<file path="config.mk">
export PLATFORM = sky130hd
export DESIGN_NAME = ram_fifo_ctrl_flat
export DESIGN_NICKNAME = d
export VERILOG_FILES = /design/src/rtl/ram_pkg.sv /design/src/rtl/ram_fifo_ctrl_if.sv /design/src/rtl/ram_fifo_ptr.sv /design/src/rtl/ram_fifo_ctrl.sv /design/src/flat_wrapper.sv
export SDC_FILE = /design/constraint.sdc
export NUM_CORES = 1
export LEC_CHECK = 0
export ABC_AREA = 1
export CAP_MARGIN = 10
export CORE_ASPECT_RATIO = 0.9
export CORE_MARGIN = 8
export CORE_UTILIZATION = 44
export CTS_BUF_LIST = sky130_fd_sc_hd__clkbuf_16
export DETAILED_ROUTE_END_ITERATION = 8
export GPL_TIMING_DRIVEN = 0
export PLACE_DENSITY = 0.8
export SKIP_LAST_GASP = 1
export SYNTH_ARGS = -nofsm -noshare
export SYNTH_HDL_FRONTEND = slang
export SYNTH_SLANG_ARGS = --single-unit
</file>
<file path="constraint.sdc">
create_clock -name clk -period 3.5 [get_ports clk]
set_clock_uncertainty 0.15 [all_clocks]
set_input_delay 0.525 -clock clk [delete_from_list [all_inputs] [get_ports clk]]
set_output_delay 0.525 -clock clk [all_outputs]
set_load 0.005 [all_outputs]
</file>
<file path="src/rtl/ram_pkg.sv">
// Shared constants and types for the 64x8 registered-read RAM and its FIFO controller.
package ram_pkg;

  localparam int DW    = 8;
  localparam int AW    = 6;
  localparam int DEPTH = 2 ** AW;

  typedef logic [AW-1:0] ptr_t;
  typedef logic [AW:0]   cnt_t;

endpackage

</file>
<file path="src/rtl/ram_fifo_ctrl_if.sv">
// Stream and RAM-port bundle for ram_fifo_ctrl.
// The slave modport is the controller's view; master is the surrounding
// producer / consumer / RAM. Macro RAM_FIFO_CTRL_LEVEL_EN adds level/almost_full.
interface ram_fifo_ctrl_if #(
  parameter int DW = ram_pkg::DW,
  parameter int AW = ram_pkg::AW
);

  logic [DW-1:0] in_data;
  logic          in_valid;
  logic          in_ready;
  logic [DW-1:0] out_data;
  logic          out_valid;
  logic          out_ready;
  logic          ram_we;
  logic [AW-1:0] ram_write_addr;
  logic [DW-1:0] ram_data_in;
  logic [AW-1:0] ram_read_addr;
  logic [DW-1:0] ram_data_out;
`ifdef RAM_FIFO_CTRL_LEVEL_EN
  logic [AW:0]   level;
  logic          almost_full;
`endif

  modport slave (
    input  in_data, in_valid, out_ready, ram_data_out,
    output in_ready, out_data, out_valid,
    output ram_we, ram_write_addr, ram_data_in, ram_read_addr
`ifdef RAM_FIFO_CTRL_LEVEL_EN
    , output level, almost_full
`endif
  );

  modport master (
    output in_data, in_valid, out_ready, ram_data_out,
    input  in_ready, out_data, out_valid,
    input  ram_we, ram_write_addr, ram_data_in, ram_read_addr
`ifdef RAM_FIFO_CTRL_LEVEL_EN
    , input level, almost_full
`endif
  );

endinterface

</file>
<file path="src/rtl/ram_fifo_ptr.sv">
// Wrapping RAM pointer with increment enable; wraps naturally modulo 2**AW.
module ram_fifo_ptr #(
  parameter int AW = ram_pkg::AW
) (
  input  logic          clk,
  input  logic          rst_n,
  input  logic          inc,
  output logic [AW-1:0] ptr
);

  logic [AW-1:0] ptr_q;
  logic [AW-1:0] ptr_d;

  // Advance by one on inc; the top bit simply carries out on 63 -> 0.
  always_comb begin
    ptr_d = '0;
    if (rst_n) begin
      ptr_d = ptr_q + AW'(inc);
    end
  end

  // Pointer register, cleared by synchronous active-low reset.
  always_ff @(posedge clk) begin
    ptr_q <= ptr_d;
  end

  assign ptr = ptr_q;

endmodule

</file>
<file path="src/rtl/ram_fifo_ctrl.sv">
// FIFO controller in front of a 64x8 RAM with one-cycle registered read.
// The RAM read address is steered to the post-edge head so ram_data_out is
// always the current head word; out_valid only counts words written before
// the previous edge, so a location is never read on the edge it is written.
// Optional macro RAM_FIFO_CTRL_LEVEL_EN adds level and almost_full outputs.
module ram_fifo_ctrl #(
  parameter int AW = ram_pkg::AW
`ifdef RAM_FIFO_CTRL_LEVEL_EN
  , parameter int AF_LVL = 60
`endif
) (
  input  logic            clk,
  input  logic            rst_n,
  ram_fifo_ctrl_if.slave  bus
);

  localparam logic [AW:0] DEPTH_CNT = (AW+1)'(2 ** AW);

  logic          push;
  logic          pop;
  logic          full;
  logic          in_ready;
  logic [AW-1:0] wr_ptr;
  logic [AW-1:0] rd_ptr;
  logic [AW-1:0] rd_ptr_nxt;
  logic [AW:0]   count_q;
  logic [AW:0]   count_d;
  logic          out_valid_q;
  logic          out_valid_d;

  ram_fifo_ptr #(.AW(AW)) u_wr_ptr (
    .clk   (clk),
    .rst_n (rst_n),
    .inc   (push),
    .ptr   (wr_ptr)
  );

  ram_fifo_ptr #(.AW(AW)) u_rd_ptr (
    .clk   (clk),
    .rst_n (rst_n),
    .inc   (pop),
    .ptr   (rd_ptr)
  );

  // Handshakes and the look-ahead read address that keeps data_out on the head.
  always_comb begin
    full       = (count_q == DEPTH_CNT);
    in_ready   = rst_n & ~full;
    push       = bus.in_valid & in_ready;
    pop        = out_valid_q & bus.out_ready;
    rd_ptr_nxt = rd_ptr + AW'(pop);
  end

  // Occupancy and head-valid; out_valid uses pre-edge count so a word just written stays hidden one edge.
  always_comb begin
    count_d     = '0;
    out_valid_d = 1'b0;
    if (rst_n) begin
      count_d     = count_q + (AW+1)'(push) - (AW+1)'(pop);
      out_valid_d = ((count_q - (AW+1)'(pop)) != '0);
    end
  end

  // Control state registers, synchronous active-low reset folded into the _d terms.
  always_ff @(posedge clk) begin
    count_q     <= count_d;
    out_valid_q <= out_valid_d;
  end

  // Drive the stream side and the RAM ports.
  always_comb begin
    bus.in_ready       = in_ready;
    bus.out_valid      = out_valid_q;
    bus.out_data       = bus.ram_data_out;
    bus.ram_we         = push;
    bus.ram_write_addr = wr_ptr;
    bus.ram_data_in    = bus.in_data;
    bus.ram_read_addr  = rd_ptr_nxt;
  end

`ifdef RAM_FIFO_CTRL_LEVEL_EN
  localparam logic [AW:0] AF_CNT = (AW+1)'(AF_LVL);

  logic almost_full_q;
  logic almost_full_d;

  // Almost-full looks at the post-edge count so it lines up with level.
  always_comb begin
    almost_full_d = rst_n & (count_d >= AF_CNT);
  end

  // Almost-full flag register.
  always_ff @(posedge clk) begin
    almost_full_q <= almost_full_d;
  end

  // Level and almost-full outputs.
  always_comb begin
    bus.level       = count_q;
    bus.almost_full = almost_full_q;
  end
`endif

endmodule

</file>
<file path="src/flat_wrapper.sv">
// flat-port wrapper written by rule: the top's interface ports become plain ports
module ram_fifo_ctrl_flat import ram_pkg::*;
#(
  parameter int AW = ram_pkg::AW

)
  (clk, rst_n, bus_in_data, bus_in_valid, bus_out_ready, bus_ram_data_out, bus_in_ready, bus_out_data, bus_out_valid, bus_ram_we, bus_ram_write_addr, bus_ram_data_in, bus_ram_read_addr);
  ram_fifo_ctrl_if #(.DW(DW), .AW(AW)) bus_i ();
  input  logic clk;
  input  logic rst_n;
  input wire logic [$bits(bus_i.in_data)-1:0] bus_in_data;
  input wire logic [$bits(bus_i.in_valid)-1:0] bus_in_valid;
  input wire logic [$bits(bus_i.out_ready)-1:0] bus_out_ready;
  input wire logic [$bits(bus_i.ram_data_out)-1:0] bus_ram_data_out;
  output wire logic [$bits(bus_i.in_ready)-1:0] bus_in_ready;
  output wire logic [$bits(bus_i.out_data)-1:0] bus_out_data;
  output wire logic [$bits(bus_i.out_valid)-1:0] bus_out_valid;
  output wire logic [$bits(bus_i.ram_we)-1:0] bus_ram_we;
  output wire logic [$bits(bus_i.ram_write_addr)-1:0] bus_ram_write_addr;
  output wire logic [$bits(bus_i.ram_data_in)-1:0] bus_ram_data_in;
  output wire logic [$bits(bus_i.ram_read_addr)-1:0] bus_ram_read_addr;
  assign bus_i.in_data = bus_in_data;
  assign bus_i.in_valid = bus_in_valid;
  assign bus_i.out_ready = bus_out_ready;
  assign bus_i.ram_data_out = bus_ram_data_out;
  assign bus_in_ready = bus_i.in_ready;
  assign bus_out_data = bus_i.out_data;
  assign bus_out_valid = bus_i.out_valid;
  assign bus_ram_we = bus_i.ram_we;
  assign bus_ram_write_addr = bus_i.ram_write_addr;
  assign bus_ram_data_in = bus_i.ram_data_in;
  assign bus_ram_read_addr = bus_i.ram_read_addr;
  ram_fifo_ctrl #(.AW(AW)) u_core (.clk(clk), .rst_n(rst_n), .bus(bus_i));
endmodule
</file>
* Yosys cells after proc, flatten, opt, wreduce, memory -nomap -nowiden
Index checks and enable logic that the tools add are counted.
** Cells by class
- Add/subtract/negate cells :: 5
- Equal/unequal tests :: 1
- Bitwise operators :: 4
- Reductions and logical operators :: 1
** Operators by type and width (number)
- subtractor 7 x 1 -> 7 bit :: 2
- adder 6 x 1 -> 6 bit :: 2
- adder 7 x 1 -> 7 bit :: 1
- equality test 7 bit (second input constant) :: 1
- nonzero test 7 bit :: 1
- AND 1 bit :: 3
- inverter 1 bit :: 1
** Storage, ports and cells
- Bits in registers :: 20
- Input port bits :: 20
- Output and inout bits :: 31
- Logic and storage cells :: 15

* Logic depth before layout (Yosys ltp)
Gate-level depths: netlist (run 1).
- Word-level depth :: 6
- Gate-level depth with buffers :: 17
- Depth with buffers taken out :: 17

* Hierarchy
From an unflattened synthesis (run 1), not the netlist that was laid out.
** Unflattened totals
- Cells, all modules :: 209
- Area, all modules :: 1496.4 µm²
** Modules (own cells, without submodules)
- ram_fifo_ctrl :: times used 1, cells an instance 141, area an instance 970.9 µm², seq. area each 160.2 µm²
- ram_fifo_ptr :: times used 2, cells an instance 34, area an instance 262.8 µm², seq. area each 120.1 µm²

* Worst setup path after synthesis (run 1)
No wires, ideal clock.
- Kind :: register to register
- From :: reg u_core.count_q[4]
- To :: reg u_core.count_q[6]
- Library setup time :: 0.113 ns
- Arrival :: 2.249 ns
- Data required time :: 3.237 ns
- Setup slack :: 0.988 ns
- Cell stages (with the launch flop) :: 18
- Buffers on the path :: 0
- Period minus slack after synthesis :: 2.512 ns
- Cells stage by stage :: dfxtp_1 -> inv_1 -> ha_1 -> nand2_1 -> o21ai_0 -> inv_1 -> nand2_1 -> ha_1 -> inv_1 -> ha_1 -> inv_1 -> fa_1 -> inv_1 -> nand4_1 -> nand3_1 -> nand2_1 -> nand2_1 -> nor2_1
** Between the ends
- Cells in the longest elaborated chain, start to end :: 6
** Ends and longest elaborated chain
- start: declaration :: RTL line ram_fifo_ctrl.sv:26 : logic [AW:0] count_q;
- start signal: assignment :: RTL line ram_fifo_ctrl.sv:66 : count_q <= count_d;
- equality test 7 bit :: RTL line ram_fifo_ctrl.sv:47 : full = (count_q == DEPTH_CNT);
- inverter 1 bit :: RTL line ram_fifo_ctrl.sv:48 : in_ready = rst_n & ~full;
- AND 1 bit :: RTL line ram_fifo_ctrl.sv:48
- named net bus_in_ready :: RTL line flat_wrapper.sv:15 : output wire logic [$bits(bus_i.in_ready)-1:0] bus_in_ready;
- AND 1 bit :: RTL line ram_fifo_ctrl.sv:49 : push = bus.in_valid & in_ready;
- adder 7 x 1 -> 7 bit :: RTL line ram_fifo_ctrl.sv:59 : count_d = count_q + (AW+1)'(push) - (AW+1)'(pop);
- subtractor 7 x 1 -> 7 bit :: RTL line ram_fifo_ctrl.sv:59
The timed path passes the listed nets, and every way through them passes these cells.
A chain may end at the register's enable or synchronous reset.

* Final worst setup path (run 1)
- From :: in bus_out_ready
- To :: out bus_ram_read_addr[4]
** Between the ends
- Cells in the longest elaborated chain, start to end :: 2
** Ends and longest elaborated chain
- start: declaration :: RTL line flat_wrapper.sv:13 : input wire logic [$bits(bus_i.out_ready)-1:0] bus_out_ready;
- AND 1 bit :: RTL line ram_fifo_ctrl.sv:50 : pop = out_valid_q & bus.out_ready;
- adder 6 x 1 -> 6 bit :: RTL line ram_fifo_ctrl.sv:51 : rd_ptr_nxt = rd_ptr + AW'(pop);
- end: declaration :: RTL line flat_wrapper.sv:21 : output wire logic [$bits(bus_i.ram_read_addr)-1:0] bus_ram_read_addr;
No other way between the ends.

==> results of run 1 <==
## layout make-up
| class | count | area, um2 | share of cell area |
|---|---|---|---|
| inverters | 35 | 131 | 0.0713 |
| multi-input cells | 118 | 714 | 0.388 |
| repair buffers | 34 | 340 | 0.185 |
| clock buffers | 3 | 75.1 | 0.0408 |
| flip-flops and latches | 20 | 400 | 0.217 |
| well taps | 42 | 52.6 | 0.0285 |
| plain buffers | 17 | 128 | 0.0693 |
## worst register-to-register path, cell delays in order (launching register included)
cell and delay (ps):
dfxtp_1 360, inv_1 120, ha_1 240, nand2_1 100, o21ai_0 90, inv_1 80, nand2_1 70, ha_1 290
inv_1 50, ha_1 170, inv_1 60, fa_1 430, inv_1 100, nand4_1 90, nand3_1 120, nand2_1 60
nand2_1 60, nor2_1 30
## cells by family after synthesis
logic type      count (synthesis)
fa+ha+maj                      19
flops                          20
xor+xnor                        4
buf+inv                        52
compound gates                 18
simple gates                   77
## cell usage after synthesis, drive strengths merged (2+ instances only)
master  count
nand2      38
inv        34
nor2       21
dfxtp      20
ha         18
buf        17
nand3      12
a21oi      10
o21ai       5
nor3        3
xor2        3
a31oi       2
nand4       2
## stage by stage
step                      cells  total power, mW   util  cell area [um2]  hold slack [ps]
after floorplan             190            0.768      -             1370              298
after global placement      266            0.900  0.585             1770              307
after detailed placement    266            0.918  0.585             1770              318
after CTS                   269             1.16  0.610             1840              327
after global routing        269             1.25  0.610             1840              366
final                       269             1.15  0.610             1840              321
## power by group
group          switching (mW)  internal, mW  leakage [nW]
Sequential             0.0377         0.272         0.164
Clock                  0.0814         0.151        0.0370
Combinational           0.348         0.259         0.720
## routing by layer
| layer | up-vias | track usage | part of all wire |
|---|---|---|---|
| met1 | 530 | 0.128 | 0.44 |
| li1 | 646 | - | - |
| met5 | - | 0 | 0 |
| met4 | 0 | 0.0391 | 0.015 |
| met2 | 35 | 0.203 | 0.48 |
| met3 | 5 | 0.0260 | 0.070 |
## worst paths after layout
| path | slack [ps] | endpoint | cells after the start |
|---|---|---|---|
| max | 460 | bus_ram_read_addr[4] | 9 |
| min reg2reg | 320 | u_core.u_rd_ptr.ptr[5] | 2 |
| min | 320 | u_core.u_rd_ptr.ptr[5] | 2 |
| max reg2reg | 720 | u_core.count_q[6] | 17 |
## registers in the layout, indices dropped and copies added (netlist names)
name / cells
u_core.u_rd_ptr.ptr: 6
u_core.count_q: 7
u_core.u_wr_ptr.ptr: 6
u_core.bus.out_valid: 1
==> qor.txt, run 1 <==
Unrepaired setup endpoints after global routing - no
First-pass GRT wire length - 4800 um
GPL Wtd Cong - 0.822
Chip Height - 69.0 um
Clock buffer depth - 2
Average size of a mapped cell - 7.23 um2
Initial antenna violation count - 0
Number of enable flip-flop cells after synthesis - 0
Vias in the first global route - 1154
Status - finished, final reports clean
IO Port Bufs - 34
Final period util - 0.870
Max_cap viols - 0
HP Class - reg -> reg
HPWL after DPL - 2430 um
TritonCTS clock tree - built
Area Growth Syn to Fin - 34.1%
Post-DR vias/cell - 4.52
Clock transition at path regs - 50 ps
Synth Warn # - 0
Main flop type after synthesis - dfxtp_1
Most frequent cell on the critical path - nand2_1
TritonCTS buffer count - 3
CP Class - in -> out
Synth area leader - dfxtp_1
Largest family of logic cells by synthesized area - simple AND/OR/NAND/NOR gates
Syn Nets - 229
Synthesized cell area - 0.00137 mm2
Gate Count Post-Synth - 190
Hold_buf cts - 0
Worst slack at placement - 444 ps
WL final - 2940 um
VDD IR max - 0.000421 V
Register area share after synthesis - 0.291
Clk root buf - clkbuf_16
Worst EP required - 2820 ps
Post-synthesis mux area share - 0
Final setup TNS - 0 ps
Crit-path cells - clkdlybuf4s50_1 > nand2_1 > inv_1 > ha_1 > ha_1 > nand2_1 > o21ai_0 > nand2_1 > clkdlybuf4s50_1
Slew Limit Headroom - 0.828
Async S/R FF share, synth - 0
Global route overflow - 0
Latest clock arrival within the worst-skew pair - 250 ps
Startpoint Class - input pin
Measured slew at the worst slew-check pin - 256 ps
# nets final - 268
Max Freq - 0.329 GHz
Post-DRT Antenna Nets - 0
Inserted Diodes - 0
Seq cells post-synth - 20
DRT Pass-1 Iters - 4
Rows - 19
Post-Synth Adder-Cell Area - 0.179
CP endpoint kind - output port
Drt initial violations - 47
Core area - 0.00302 mm2
Crit. Startpoint - bus_out_ready
Count of final hold-check violations - 0
Wire length per cell - 10.9 um
DRC errors left - 0
Worst reg2reg startpoint - u_core.count_q[4]
Delay of the slowest cell on the worst path - 460 ps
Clock Sinks - 20
Crit path DAT - 2370 ps
Setup Fix Bufs, Post-CTS - 0
Most frequent cells in the layout - nand2_1 (36), clkdlybuf4s50_1 (34), inv_1 (32)
Final setup viols - 0
Synth Area in XOR/XNOR - 0.0255
Crit path buffers/inverters - 3
Post-synthesis compound-gate area fraction - 0.0747
Die W - 74.9 um
Largest net degree at the start of global routing - 11
CP delay by family, top - buffers and inverters
Clock period minus worst slack - 3040 ps
Pwr dens - 624 mW/mm2
Top Ports - 51
Post-synth top area share - 0.291
CP max FO - 3
DIE AREA - 0.00517 mm2
Synth Area in Simple Gates - 0.241
Synth top area cells - dfxtp_1 (29%), ha_1 (16%), nand2_1 (9.8%)
Vias - 1216
HP Start - u_core.u_rd_ptr.ptr[5]
Htree depth - 1
Worst setup margin - 457 ps
Final Max Tran Viols - 0
Synth unique cells - 24
Initial Utilization - 0.455
Most common cell after layout, fill and taps aside - nand2_1
Resized Gates After CTS - 0
Pleak - 0.920 nW
Share of cells above drive strength 1 - 0.128
Slowest cell on the critical path - clkdlybuf4s50_1
Fillers - 276
GRT Overall Usage - 0.115
(Power assumes the default switching activity.)
==> run 2, diff against run 1 <==
- CORE_MARGIN: 8 -> 2
- clock period: 3.5 -> 3.2 ns (I/O delays scaled with it)
==> run 2 against run 1 <==
- die area decreased by 31%
- total power grew 19%
- largest cell class unchanged
- register-to-register slack lost 400 ps
==> qor.txt, run 2 (synthesis results as in run 1) <==
Status - finished, final reports clean (unchanged)
Initial Utilization - 0.455 (unchanged)
Delay of the slowest cell on the worst path - 450 ps (was 460 ps)
Most frequent cell on the critical path - nand2_1 (unchanged)
Net Sw Frac - 0.393 (was 0.407)
Internal power - 0.831 mW (was 0.682 mW)
TritonCTS clock tree - built (unchanged)
Vias - 1244 (was 1216)
R2R Path End - u_core.count_q[6] (unchanged)
CP Class - in -> out (unchanged)
GRT Overall Usage - 0.170 (was 0.115)
Clock Sinks - 20 (unchanged)
DIE AREA - 0.00359 mm2 (was 0.00517 mm2)
Final Max Tran Viols - 0 (unchanged)
Share of cells above drive strength 1 - 0.132 (was 0.128)
Clock buffer depth - 2 (unchanged)
Clock period minus worst slack - 2980 ps
Chip Height - 57.0 um (was 69.0 um)
Core area - 0.00302 mm2 (unchanged)
Post-DRT Antenna Nets - 0 (unchanged)
Worst EP required - 2570 ps (was 2820 ps)
Htree depth - 1 (unchanged)
CP delay by family, top - buffers and inverters (unchanged)
Max Freq - 0.335 GHz
Unrepaired setup endpoints after global routing - no (unchanged)
Area Growth Syn to Fin - 36.2% (was 34.1%)
Rows - 19 (unchanged)
Hold_buf cts - 0 (unchanged)
Most common cell after layout, fill and taps aside - nand2_1 (unchanged)
Gr busiest metal - met2 (unchanged)
Measured slew at the worst slew-check pin - 273 ps (was 256 ps)
Design Power - 1.37 mW (was 1.15 mW)
Initial antenna violation count - 0 (unchanged)
Drt initial violations - 40 (was 47)
Worst reg2reg startpoint - u_core.count_q[4] (unchanged)
Inserted Diodes - 0 (unchanged)
Most frequent cells in the layout - nand2_1 (36), clkdlybuf4s50_1 (34), inv_1 (32) (unchanged)
Final setup TNS - 0 ps (unchanged)
GPL Wtd Cong - 0.814 (was 0.822)
TritonCTS buffer count - 3 (unchanged)
Met1 Use GR - 0.211 (was 0.128)
Fillers - 252 (was 276)
CP Depth - 9 (unchanged)
Latest clock arrival within the worst-skew pair - 250 ps (about the same)
Met3 Resource Use GR - 0.0316 (was 0.0260)
Wire length per cell - 10.4 um (was 10.9 um)
Sw Pwr - 0.538 mW (was 0.467 mW)
Clock transition at path regs - 60 ps (was 50 ps)
Clk network pwr share - 0.253 (was 0.202)
Logic pwr share - 0.500 (was 0.528)
WL final - 2810 um (was 2940 um)
Pleak - 0.935 nW (was 0.920 nW)
Die W - 62.9 um (was 74.9 um)
Global route overflow - 0 (unchanged)
CP endpoint kind - output port (unchanged)
Largest net degree at the start of global routing - 13 (was 11)
Max_cap viols - 0 (unchanged)
Pwr dens - 731 mW/mm2 (was 624 mW/mm2)
Final period util - 0.933
Final setup viols - 0 (unchanged)
Resized Gates After CTS - 0 (unchanged)
Startpoint Class - input pin (unchanged)
First-pass GRT wire length - 4830 um (was 4800 um)
M2 GR Usage - 0.299 (was 0.203)
Crit path capture - bus_ram_read_addr[4] (unchanged)
# nets final - 268 (unchanged)
Count of final hold-check violations - 0 (unchanged)
Flop pwr share - 0.247 (was 0.270)
R2R Setup Slk - 320 ps (was 720 ps)
Post-layout util - 0.620 (was 0.610)
Flip-flop count of the largest register after layout - 7 (unchanged)
Register name with the most flops - u_core.count_q (unchanged)
Multi-input logic area - 714 um2 (unchanged)
Sequential Area - 400 um2 (unchanged)
Setup Fix Bufs, Post-CTS - 0 (unchanged)
DRC errors left - 0 (unchanged)
Clk root buf - clkbuf_16 (unchanged)
R2R depth - 17 (unchanged)
Crit path buffers/inverters - 3 (unchanged)
Slew Limit Headroom - 0.816 (was 0.828)
Crit-path cells - clkdlybuf4s50_1 > nand2_1 > inv_1 > ha_1 > ha_1 > nand2_1 > o21ai_0 > nand2_1 > clkdlybuf4s50_1 (unchanged)
Vias in the first global route - 1125 (was 1154)
Slowest cell on the critical path - clkdlybuf4s50_1 (unchanged)
HP Class - reg -> reg (unchanged)
Crit. Startpoint - bus_out_ready (unchanged)
VDD IR max - 0.000461 V (was 0.000421 V)
CP max FO - 3 (unchanged)
Crit path DAT - 2350 ps (was 2370 ps)
DRT Pass-1 Iters - 4 (unchanged)
Top Ports - 51 (unchanged)
Post-DR vias/cell - 4.61 (was 4.52)
HPWL after DPL - 2120 um (was 2430 um)
IO Port Bufs - 34 (unchanged)
-- run 2: how the worst min path moves through the flow --
stage	from	endpoint	slack, ps	depth (start not counted)
3_3_place_gp	u_core.u_rd_ptr.ptr[5]	u_core.u_rd_ptr.ptr[5]	310	2
5_1_grt	u_core.u_rd_ptr.ptr[5]	u_core.u_rd_ptr.ptr[5]	360	2
2_1_floorplan	u_core.u_rd_ptr.ptr[5]	u_core.u_rd_ptr.ptr[5]	300	2
3_5_place_dp	u_core.u_rd_ptr.ptr[5]	u_core.u_rd_ptr.ptr[5]	320	2
6_report	u_core.u_rd_ptr.ptr[5]	u_core.u_rd_ptr.ptr[5]	320	2
4_1_cts	u_core.u_rd_ptr.ptr[5]	u_core.u_rd_ptr.ptr[5]	330	2
-- run 2: worst min-delay path: stages, from the launching register on --
cell and delay (ps):
dfxtp_1 320, o21ai_2 60, a21oi_1 50
-- run 2: power groups by stage --
stage          Sequential, mW  Clock [mW]  Combinational (mW)
2_1_floorplan           0.333           0               0.507
3_3_place_gp            0.342           0               0.639
3_5_place_dp            0.343           0               0.661
4_1_cts                 0.338       0.347               0.682
5_1_grt                 0.343       0.357               0.781
6_report                0.338       0.346               0.684
-- run 2: final cells by class --
| cell class | instances | area share |
|---|---|---|
| multi-input cells | 118 | 0.382 |
| flip-flops and latches | 20 | 0.214 |
| repair buffers | 34 | 0.182 |
| inverters | 35 | 0.0702 |
| plain buffers | 17 | 0.0682 |
| clock buffers | 3 | 0.0401 |
| well taps | 42 | 0.0281 |
| clock inverters | 1 | 0.0160 |
-- run 2: metrics by stage --
step	worst slack, ps	cell area, um2	hold WS (ps)	std cells
global route	53.5	1870	359	270
finish	216	1870	322	270
floorplan	688	1370	298	190
detailed placement	173	1770	319	266
CTS	206	1870	330	270
global placement	213	1770	310	266
-- run 2: metal layers --
layer | part of all wire | wire length, um | vias up
met5 | 0 | 0 | -
met4 | 0.014 | 40 | 0
met3 | 0.037 | 103 | 5
met2 | 0.48 | 1360 | 32
met1 | 0.47 | 1310 | 555
li1 | - | - | 652
==> run 3, diff against run 2 <==
- CAP_MARGIN: 10 -> 20
- GPL_ROUTABILITY_DRIVEN: not set -> 0
==> results of run 3 <==
Same layout as run 2: the final DEF is identical, and so are final timing and power.
